## config.mk

```make
export PLATFORM = sky130hd
export DESIGN_NAME = word_serializer
export DESIGN_NICKNAME = d
export VERILOG_FILES = /design/src/rtl/ser_pkg.sv /design/src/rtl/word_serializer.sv
export SDC_FILE = /design/constraint.sdc
export NUM_CORES = 1
export LEC_CHECK = 0
export CORE_MARGIN = 5
export CORE_UTILIZATION = 41
export CTS_BUF_LIST = sky130_fd_sc_hd__clkbuf_2
export DETAILED_ROUTE_END_ITERATION = 8
export SYNTH_ARGS = -nofsm -noshare
export SYNTH_HDL_FRONTEND = slang
export SYNTH_SLANG_ARGS = --single-unit
export TNS_END_PERCENT = 30
```

## constraint.sdc

```tcl
create_clock -name clk -period 2.02 [get_ports clk]
set_clock_uncertainty 0.05 [all_clocks]
set_input_delay 0.303 -clock clk [delete_from_list [all_inputs] [get_ports clk]]
set_output_delay 0.303 -clock clk [all_outputs]
set_load 0.02 [all_outputs]
```

## src/rtl/ser_pkg.sv

```systemverilog
// Shared definitions for the serializer and the downstream pattern detector.
package ser_pkg;

  typedef enum logic {
    IDLE  = 1'b0,
    SHIFT = 1'b1
  } ser_state_t;

  localparam int DEF_WIDTH = 8;

  // The detector matches this many serial bits; both stages agree on it here.
  localparam int PATTERN_WIDTH = 4;

endpackage

```

## src/rtl/word_serializer.sv

```systemverilog
// Parallel word in over valid/ready, one bit per clock out on a serial line.
// A one-word hold register lets consecutive words stream with no idle gap.
module word_serializer
  import ser_pkg::*;
#(
  parameter int WIDTH     = DEF_WIDTH,
  parameter bit MSB_FIRST = 1'b1
) (
  input  logic             clk,
  input  logic             reset,
  input  logic [WIDTH-1:0] in_data,
  input  logic             in_valid,
  output logic             in_ready,
  output logic             ser_out,
  output logic             ser_valid,
  output logic             frame_start,
  output logic             last_bit
);

  localparam int CW = $clog2(WIDTH);
  localparam logic [CW-1:0] CNT_LAST = CW'(WIDTH - 1);

  ser_state_t       state, state_d;
  logic             hold_full;
  logic [WIDTH-1:0] hold_data;
  logic [WIDTH-1:0] shreg, shreg_d;
  logic [CW-1:0]    cnt, cnt_d;
  logic             xfer, last, hold_load, hold_drain;
  logic             shift_d, bit_d;

  assign in_ready = !hold_full && !reset;
  assign xfer     = in_valid && in_ready;
  assign last     = (state == SHIFT) && (cnt == CNT_LAST);

  // shreg always holds the bit currently on ser_out at its output end.
  always_comb begin
    state_d    = state;
    shreg_d    = shreg;
    cnt_d      = cnt;
    hold_load  = 1'b0;
    hold_drain = 1'b0;
    case (state)
      IDLE: begin
        if (xfer) begin
          shreg_d = in_data;
          cnt_d   = '0;
          state_d = SHIFT;
        end
      end
      SHIFT: begin
        if (last) begin
          if (hold_full) begin
            shreg_d    = hold_data;
            cnt_d      = '0;
            hold_drain = 1'b1;
          end else if (xfer) begin
            shreg_d = in_data;
            cnt_d   = '0;
          end else begin
            shreg_d = '0;
            cnt_d   = '0;
            state_d = IDLE;
          end
        end else begin
          shreg_d   = MSB_FIRST ? {shreg[WIDTH-2:0], 1'b0} : {1'b0, shreg[WIDTH-1:1]};
          cnt_d     = cnt + CW'(1);
          hold_load = xfer;
        end
      end
      default: state_d = IDLE;
    endcase
  end

  assign shift_d = (state_d == SHIFT);
  assign bit_d   = MSB_FIRST ? shreg_d[WIDTH-1] : shreg_d[0];

  always_ff @(posedge clk or posedge reset) begin
    if (reset) begin
      state       <= IDLE;
      shreg       <= '0;
      cnt         <= '0;
      ser_out     <= 1'b0;
      ser_valid   <= 1'b0;
      frame_start <= 1'b0;
      last_bit    <= 1'b0;
    end else begin
      state       <= state_d;
      shreg       <= shreg_d;
      cnt         <= cnt_d;
      ser_out     <= shift_d && bit_d;
      ser_valid   <= shift_d;
      frame_start <= shift_d && (cnt_d == '0);
      last_bit    <= shift_d && (cnt_d == CNT_LAST);
    end
  end

  always_ff @(posedge clk or posedge reset) begin
    if (reset) begin
      hold_full <= 1'b0;
      hold_data <= '0;
    end else if (hold_load) begin
      hold_full <= 1'b1;
      hold_data <= in_data;
    end else if (hold_drain) begin
      hold_full <= 1'b0;
    end
  end

endmodule

```

After elaboration in Yosys (flattened, before gate mapping):

Cells that the tools add are included.

* register bits after elaboration: 24
* bits of input ports: 11
* output and inout bits: 5
* word-level logic and storage cells: 43

* $add $sub $neg: 1
* equality and inequality tests: 3
* mux-type cells: 19
* bitwise operators: 1
* reductions and logical operators: 10

Operators with widths (count)
* $mux W8: 4
* $pmux W8 S2: 1
* $mux W1: 10
* $eq A3 B3 Y1 const B: 2
* $logic_and A1 B1 Y1: 6
* $mux W3: 2
* $pmux W3 S2: 1
* $add A3 B1 Y3 const B: 1
* $logic_not A3 Y1: 1
* $logic_not A1 Y1: 2
* $ne A2 B2 Y1 const B: 1
* $pmux W1 S2: 1
* $reduce_bool A2 Y1: 1
* $not A1 Y1: 1

Logic depth before layout (Yosys ltp):

* word-level depth: 8
* mapped depth: 6
* mapped depth without buffers: 5

Worst setup path before layout:

OpenSTA, ideal clock, no wires.

* path type: register to register
* start: register cnt[0]
* end: register shreg[6]
* library setup time: 0.128 ns
* data arrival time: 1.479 ns
* data required time: 1.842 ns
* path slack: 0.363 ns
* cell stages (with the launch flop): 7
* path buffers: 1
* period minus slack after synthesis: 1.657 ns
* path through: dfrtp_1 -> ha_1 -> ha_1 -> nand2b_1 -> buf_2 -> o211ai_1 -> nand3_1

* longest elaborated chain between the ends: 4

Ends and longest elaborated chain
* start: declaration: RTL line word_serializer.sv:27 `logic [CW-1:0] cnt, cnt_d;`
* start signal: assignment: RTL line word_serializer.sv:89 `cnt <= cnt_d;`
* $eq A3 B3 Y1: RTL line word_serializer.sv:33 `assign last = (state == SHIFT) && (cnt == CNT_LAST);`
* $logic_and A1 B1 Y1: RTL line word_serializer.sv:33
* $mux W8: RTL line word_serializer.sv:51 `if (last) begin`
* $pmux W8 S2: RTL line word_serializer.sv:42 `case (state)`
* end signal: assignment: RTL line word_serializer.sv:88 `shreg <= shreg_d;`
* end: declaration: RTL line word_serializer.sv:26 `logic [WIDTH-1:0] shreg, shreg_d;`

No other way between the ends.
A chain may end at the register's enable or synchronous reset.

Final worst setup path:

* start: register hold_full
* end: output in_ready

* longest elaborated chain between the ends: 2

Ends and longest elaborated chain
* start: declaration: RTL line word_serializer.sv:24 `logic hold_full;`
* start signal: assignment: RTL line word_serializer.sv:99 `hold_full <= 1'b0;`
* start signal: assignment: RTL line word_serializer.sv:102 `hold_full <= 1'b1;`
* start signal: assignment: RTL line word_serializer.sv:105 `hold_full <= 1'b0;`
* $logic_not A1 Y1: RTL line word_serializer.sv:31 `assign in_ready = !hold_full && !reset;`
* $logic_and A1 B1 Y1: RTL line word_serializer.sv:31
* end: declaration: RTL line word_serializer.sv:13 `output logic in_ready,`

No other way between the ends.

==> run metrics <==
max cap viols 0; Top delay family on crit path buffers and inverters; CP max FO 6; Final #Nets 138; switching part of the total 0.386; initial antenna violation count 0; root buf cell clkbuf_2; P_leak 0.589 nW; Syn Inst Count 103; first-pass GRT wire length 4.02 mm; Initial Utilization 0.415; commonest non-fill, non-tap cell in the layout dfrtp_1; r2r worst-path depth 6; clock power share 0.098; critical path arrival 1.57 ns; Routed WL per cell 14.8 µm; Internal 1.21 mW; HP Class in2async; Die ar. 3870 µm²; initial drt markers 25; fin crit period 1.92 ns; placed cells 151; Clock Pin Slew Worst Setup and Hold Paths 0.22 ns; RSZ-0062 raised after global routing no; Hold Vio Cnt, Final 0; P&R area growth vs syn 22.6%; Rows 19; register area share after synthesis 0.516; Remaining Overflow, GRT 0; IO Pins 16; power per cell area 1440 nW/µm²; status completed; commonest non-fill, non-tap cells in the layout 22 x dfrtp_1, 15 x clkdlybuf4s50_1, 11 x a21oi_1; crit path launch type flop; layout cells sized above 1 0.129; CP Class reg2out; CTS buffer count 3; final number of setup-violating endpoints 0; hold_buf cts 0; combinational share of power 0.483; final WL 2.29 mm; Die Span Y 62.2 µm; Synth Net Count 116; Die Wd 62.2 µm; # DRC 0; CP endpoint kind output port; f_max 520 MHz; Non-Filler Instances 155; Synth Warn # 0; vias in the first global route 930; Yosys cell types 32; Port Buffer Count 15; H-tree lvl count 1; ANT cells 0; post-CTS sizing 0; post-route ant nets 0; global router's overall resource usage 0.124; Flop pwr share 0.419; worst reg2reg setup slack 0.33 ns; crit-path cells nor2_1, clkdlybuf4s50_1; Worst Tran Pin Value 0.287 ns; Net Sw Power 763 µW; peak supply drop 0.000919 V; largest net degree at the start of global routing 24; Req. time, crit path 1.67 ns; Reg2Reg Capture Point shreg[2]$_DFFE_PP0P_; Max stage delay cell, worst path clkdlybuf4s50_1; First-pass DRT Iterations 4; CTS tree built; worst r2r src cnt[0]$_DFF_PP0_; DR vias/cell 5.57; Clock Latency Late Sink 0.34 ns; Tcrit/Tclk final 0.952; Max clock buf depth 2; setup TNS 0 ns; Max-slew headroom 0.806; Max Slew Vio Count 0; CP peak stage delay 0.62 ns; RePlAce Congestion 0.768; Mapped Area 1120 µm²; Buf/Inv on CP 1; register bit total from synthesis 23; total power 1.98 mW; clk sink count 23; Floorplan Core Area 2690 µm²; synthesized area per cell 10.8 µm²; post-CTS setup buffer count 0; detailed-route via count 864; Final HPWL DP 1.69 mm
-- worst min-delay path: stages --
cell and delay (ns):
clkdlybuf4s50_1 0.52, inv_1 0.12, buf_4 0.30
-- worst max-delay path by stage --
| stage | from | endpoint | slack, ns | depth (start not counted) |
|---|---|---|---|---|
| after floorplan | cnt[0]$_DFF_PP0_ | shreg[6]$_DFFE_PP0P_ | 0.36 | 6 |
| after CTS | hold_full$_DFFE_PP0P_ | in_ready | 0.06 | 2 |
| after global placement | reset | in_ready | 0.13 | 3 |
| after detailed placement | reset | in_ready | 0.1 | 3 |
| final | hold_full$_DFFE_PP0P_ | in_ready | 0.1 | 2 |
| after global routing | hold_full$_DFFE_PP0P_ | in_ready | 0.02 | 2 |
-- flip-flops by register name, indices dropped and copies added (netlist names) --
name / flops
hold_data: 8
shreg: 7
cnt: 3
frame_start: 1
hold_full: 1
last_bit: 1
ser_out: 1
state: 1
-- power by group through the flow --
stage / clock [mW] / combinational (mW) / sequential [mW]
CTS: 0.203 / 0.964 / 0.829
detailed placement: 0 / 0.963 / 0.842
floorplan: 0 / 0.597 / 0.847
global route: 0.220 / 1.07 / 0.861
finish: 0.194 / 0.954 / 0.828
global placement: 0 / 0.945 / 0.835
-- through the flow --
| stage | hold slack, ns | worst slack, ns | utilization | cell area, µm² |
|---|---|---|---|---|
| after floorplan | 0.263 | 0.363 | - | 1120 |
| after global placement | 0.423 | 0.129 | 0.502 | 1350 |
| after detailed placement | 0.429 | 0.0997 | 0.502 | 1350 |
| after CTS | 0.406 | 0.0642 | 0.509 | 1370 |
| after global routing | 0.430 | 0.0174 | 0.510 | 1370 |
| final | 0.411 | 0.0960 | 0.510 | 1370 |
-- cell type report --
cell class                      instances  area, µm²
Clock buffer                            4       20.0
Fill cell                             250       1320
Inverter                                3       11.3
Multi-Input combinational cell         71        499
Sequential cell                        23        577
Tap cell                               31       38.8
Timing Repair Buffer                   23        223
-- layer usage --
metal / routed length (µm) / up-vias / GRT usage
li1: - / 420 / -
met1: 1030 / 433 / 0.156
met2: 1180 / 11 / 0.212
met3: 72 / 0 / 0.0342
met4: 0 / 0 / 0.0244
met5: 0 / - / 0
-- logic make-up (layout without fill, tap and decap cells) --
group                    Yosys count  in the layout  share of synthesized area
AO/OA/AOI/OAI                     30             30                      0.170
AND/OR/NAND/NOR                   29             29                      0.156
flip-flops                        23             23                      0.516
multiplexers                      10             10                     0.0987
buffers and inverters              9             30                     0.0370
adder cells (fa/ha/maj)            2              2                     0.0224
-- cell usage after synthesis --
cell type / n / area, µm²
clkbuf_1: 2 / 7.51
nand2_1: 8 / 30.0
nand3_4: 1 / 17.5
dfrtp_1: 23 / 576
o21ai_0: 1 / 5.00
and3_1: 1 / 6.26
buf_4: 1 / 7.51
nor4bb_1: 1 / 10.0
a21bo_1: 1 / 10.0
a32oi_1: 1 / 8.76
nor2_1: 8 / 30.0
a22oi_1: 1 / 7.51
buf_2: 3 / 15.0
mux2_1: 8 / 90.1
nand3b_1: 1 / 7.51
o21ai_1: 1 / 5.00
inv_2: 1 / 3.75
nor2b_1: 1 / 6.26
a21oi_1: 11 / 55.1
o31ai_1: 4 / 30.0
inv_1: 2 / 7.51
o22ai_1: 4 / 25.0
nand3_1: 1 / 5.00
a31oi_1: 1 / 6.26
nor3b_4: 1 / 18.8
or3b_1: 1 / 8.76
nand2b_1: 3 / 18.8
nor4b_1: 1 / 8.76
nor4_1: 1 / 6.26
o211ai_1: 5 / 37.5
mux2i_1: 2 / 20.0
ha_1: 2 / 25.0
Note: power is estimated with default switching activity, not from simulation.
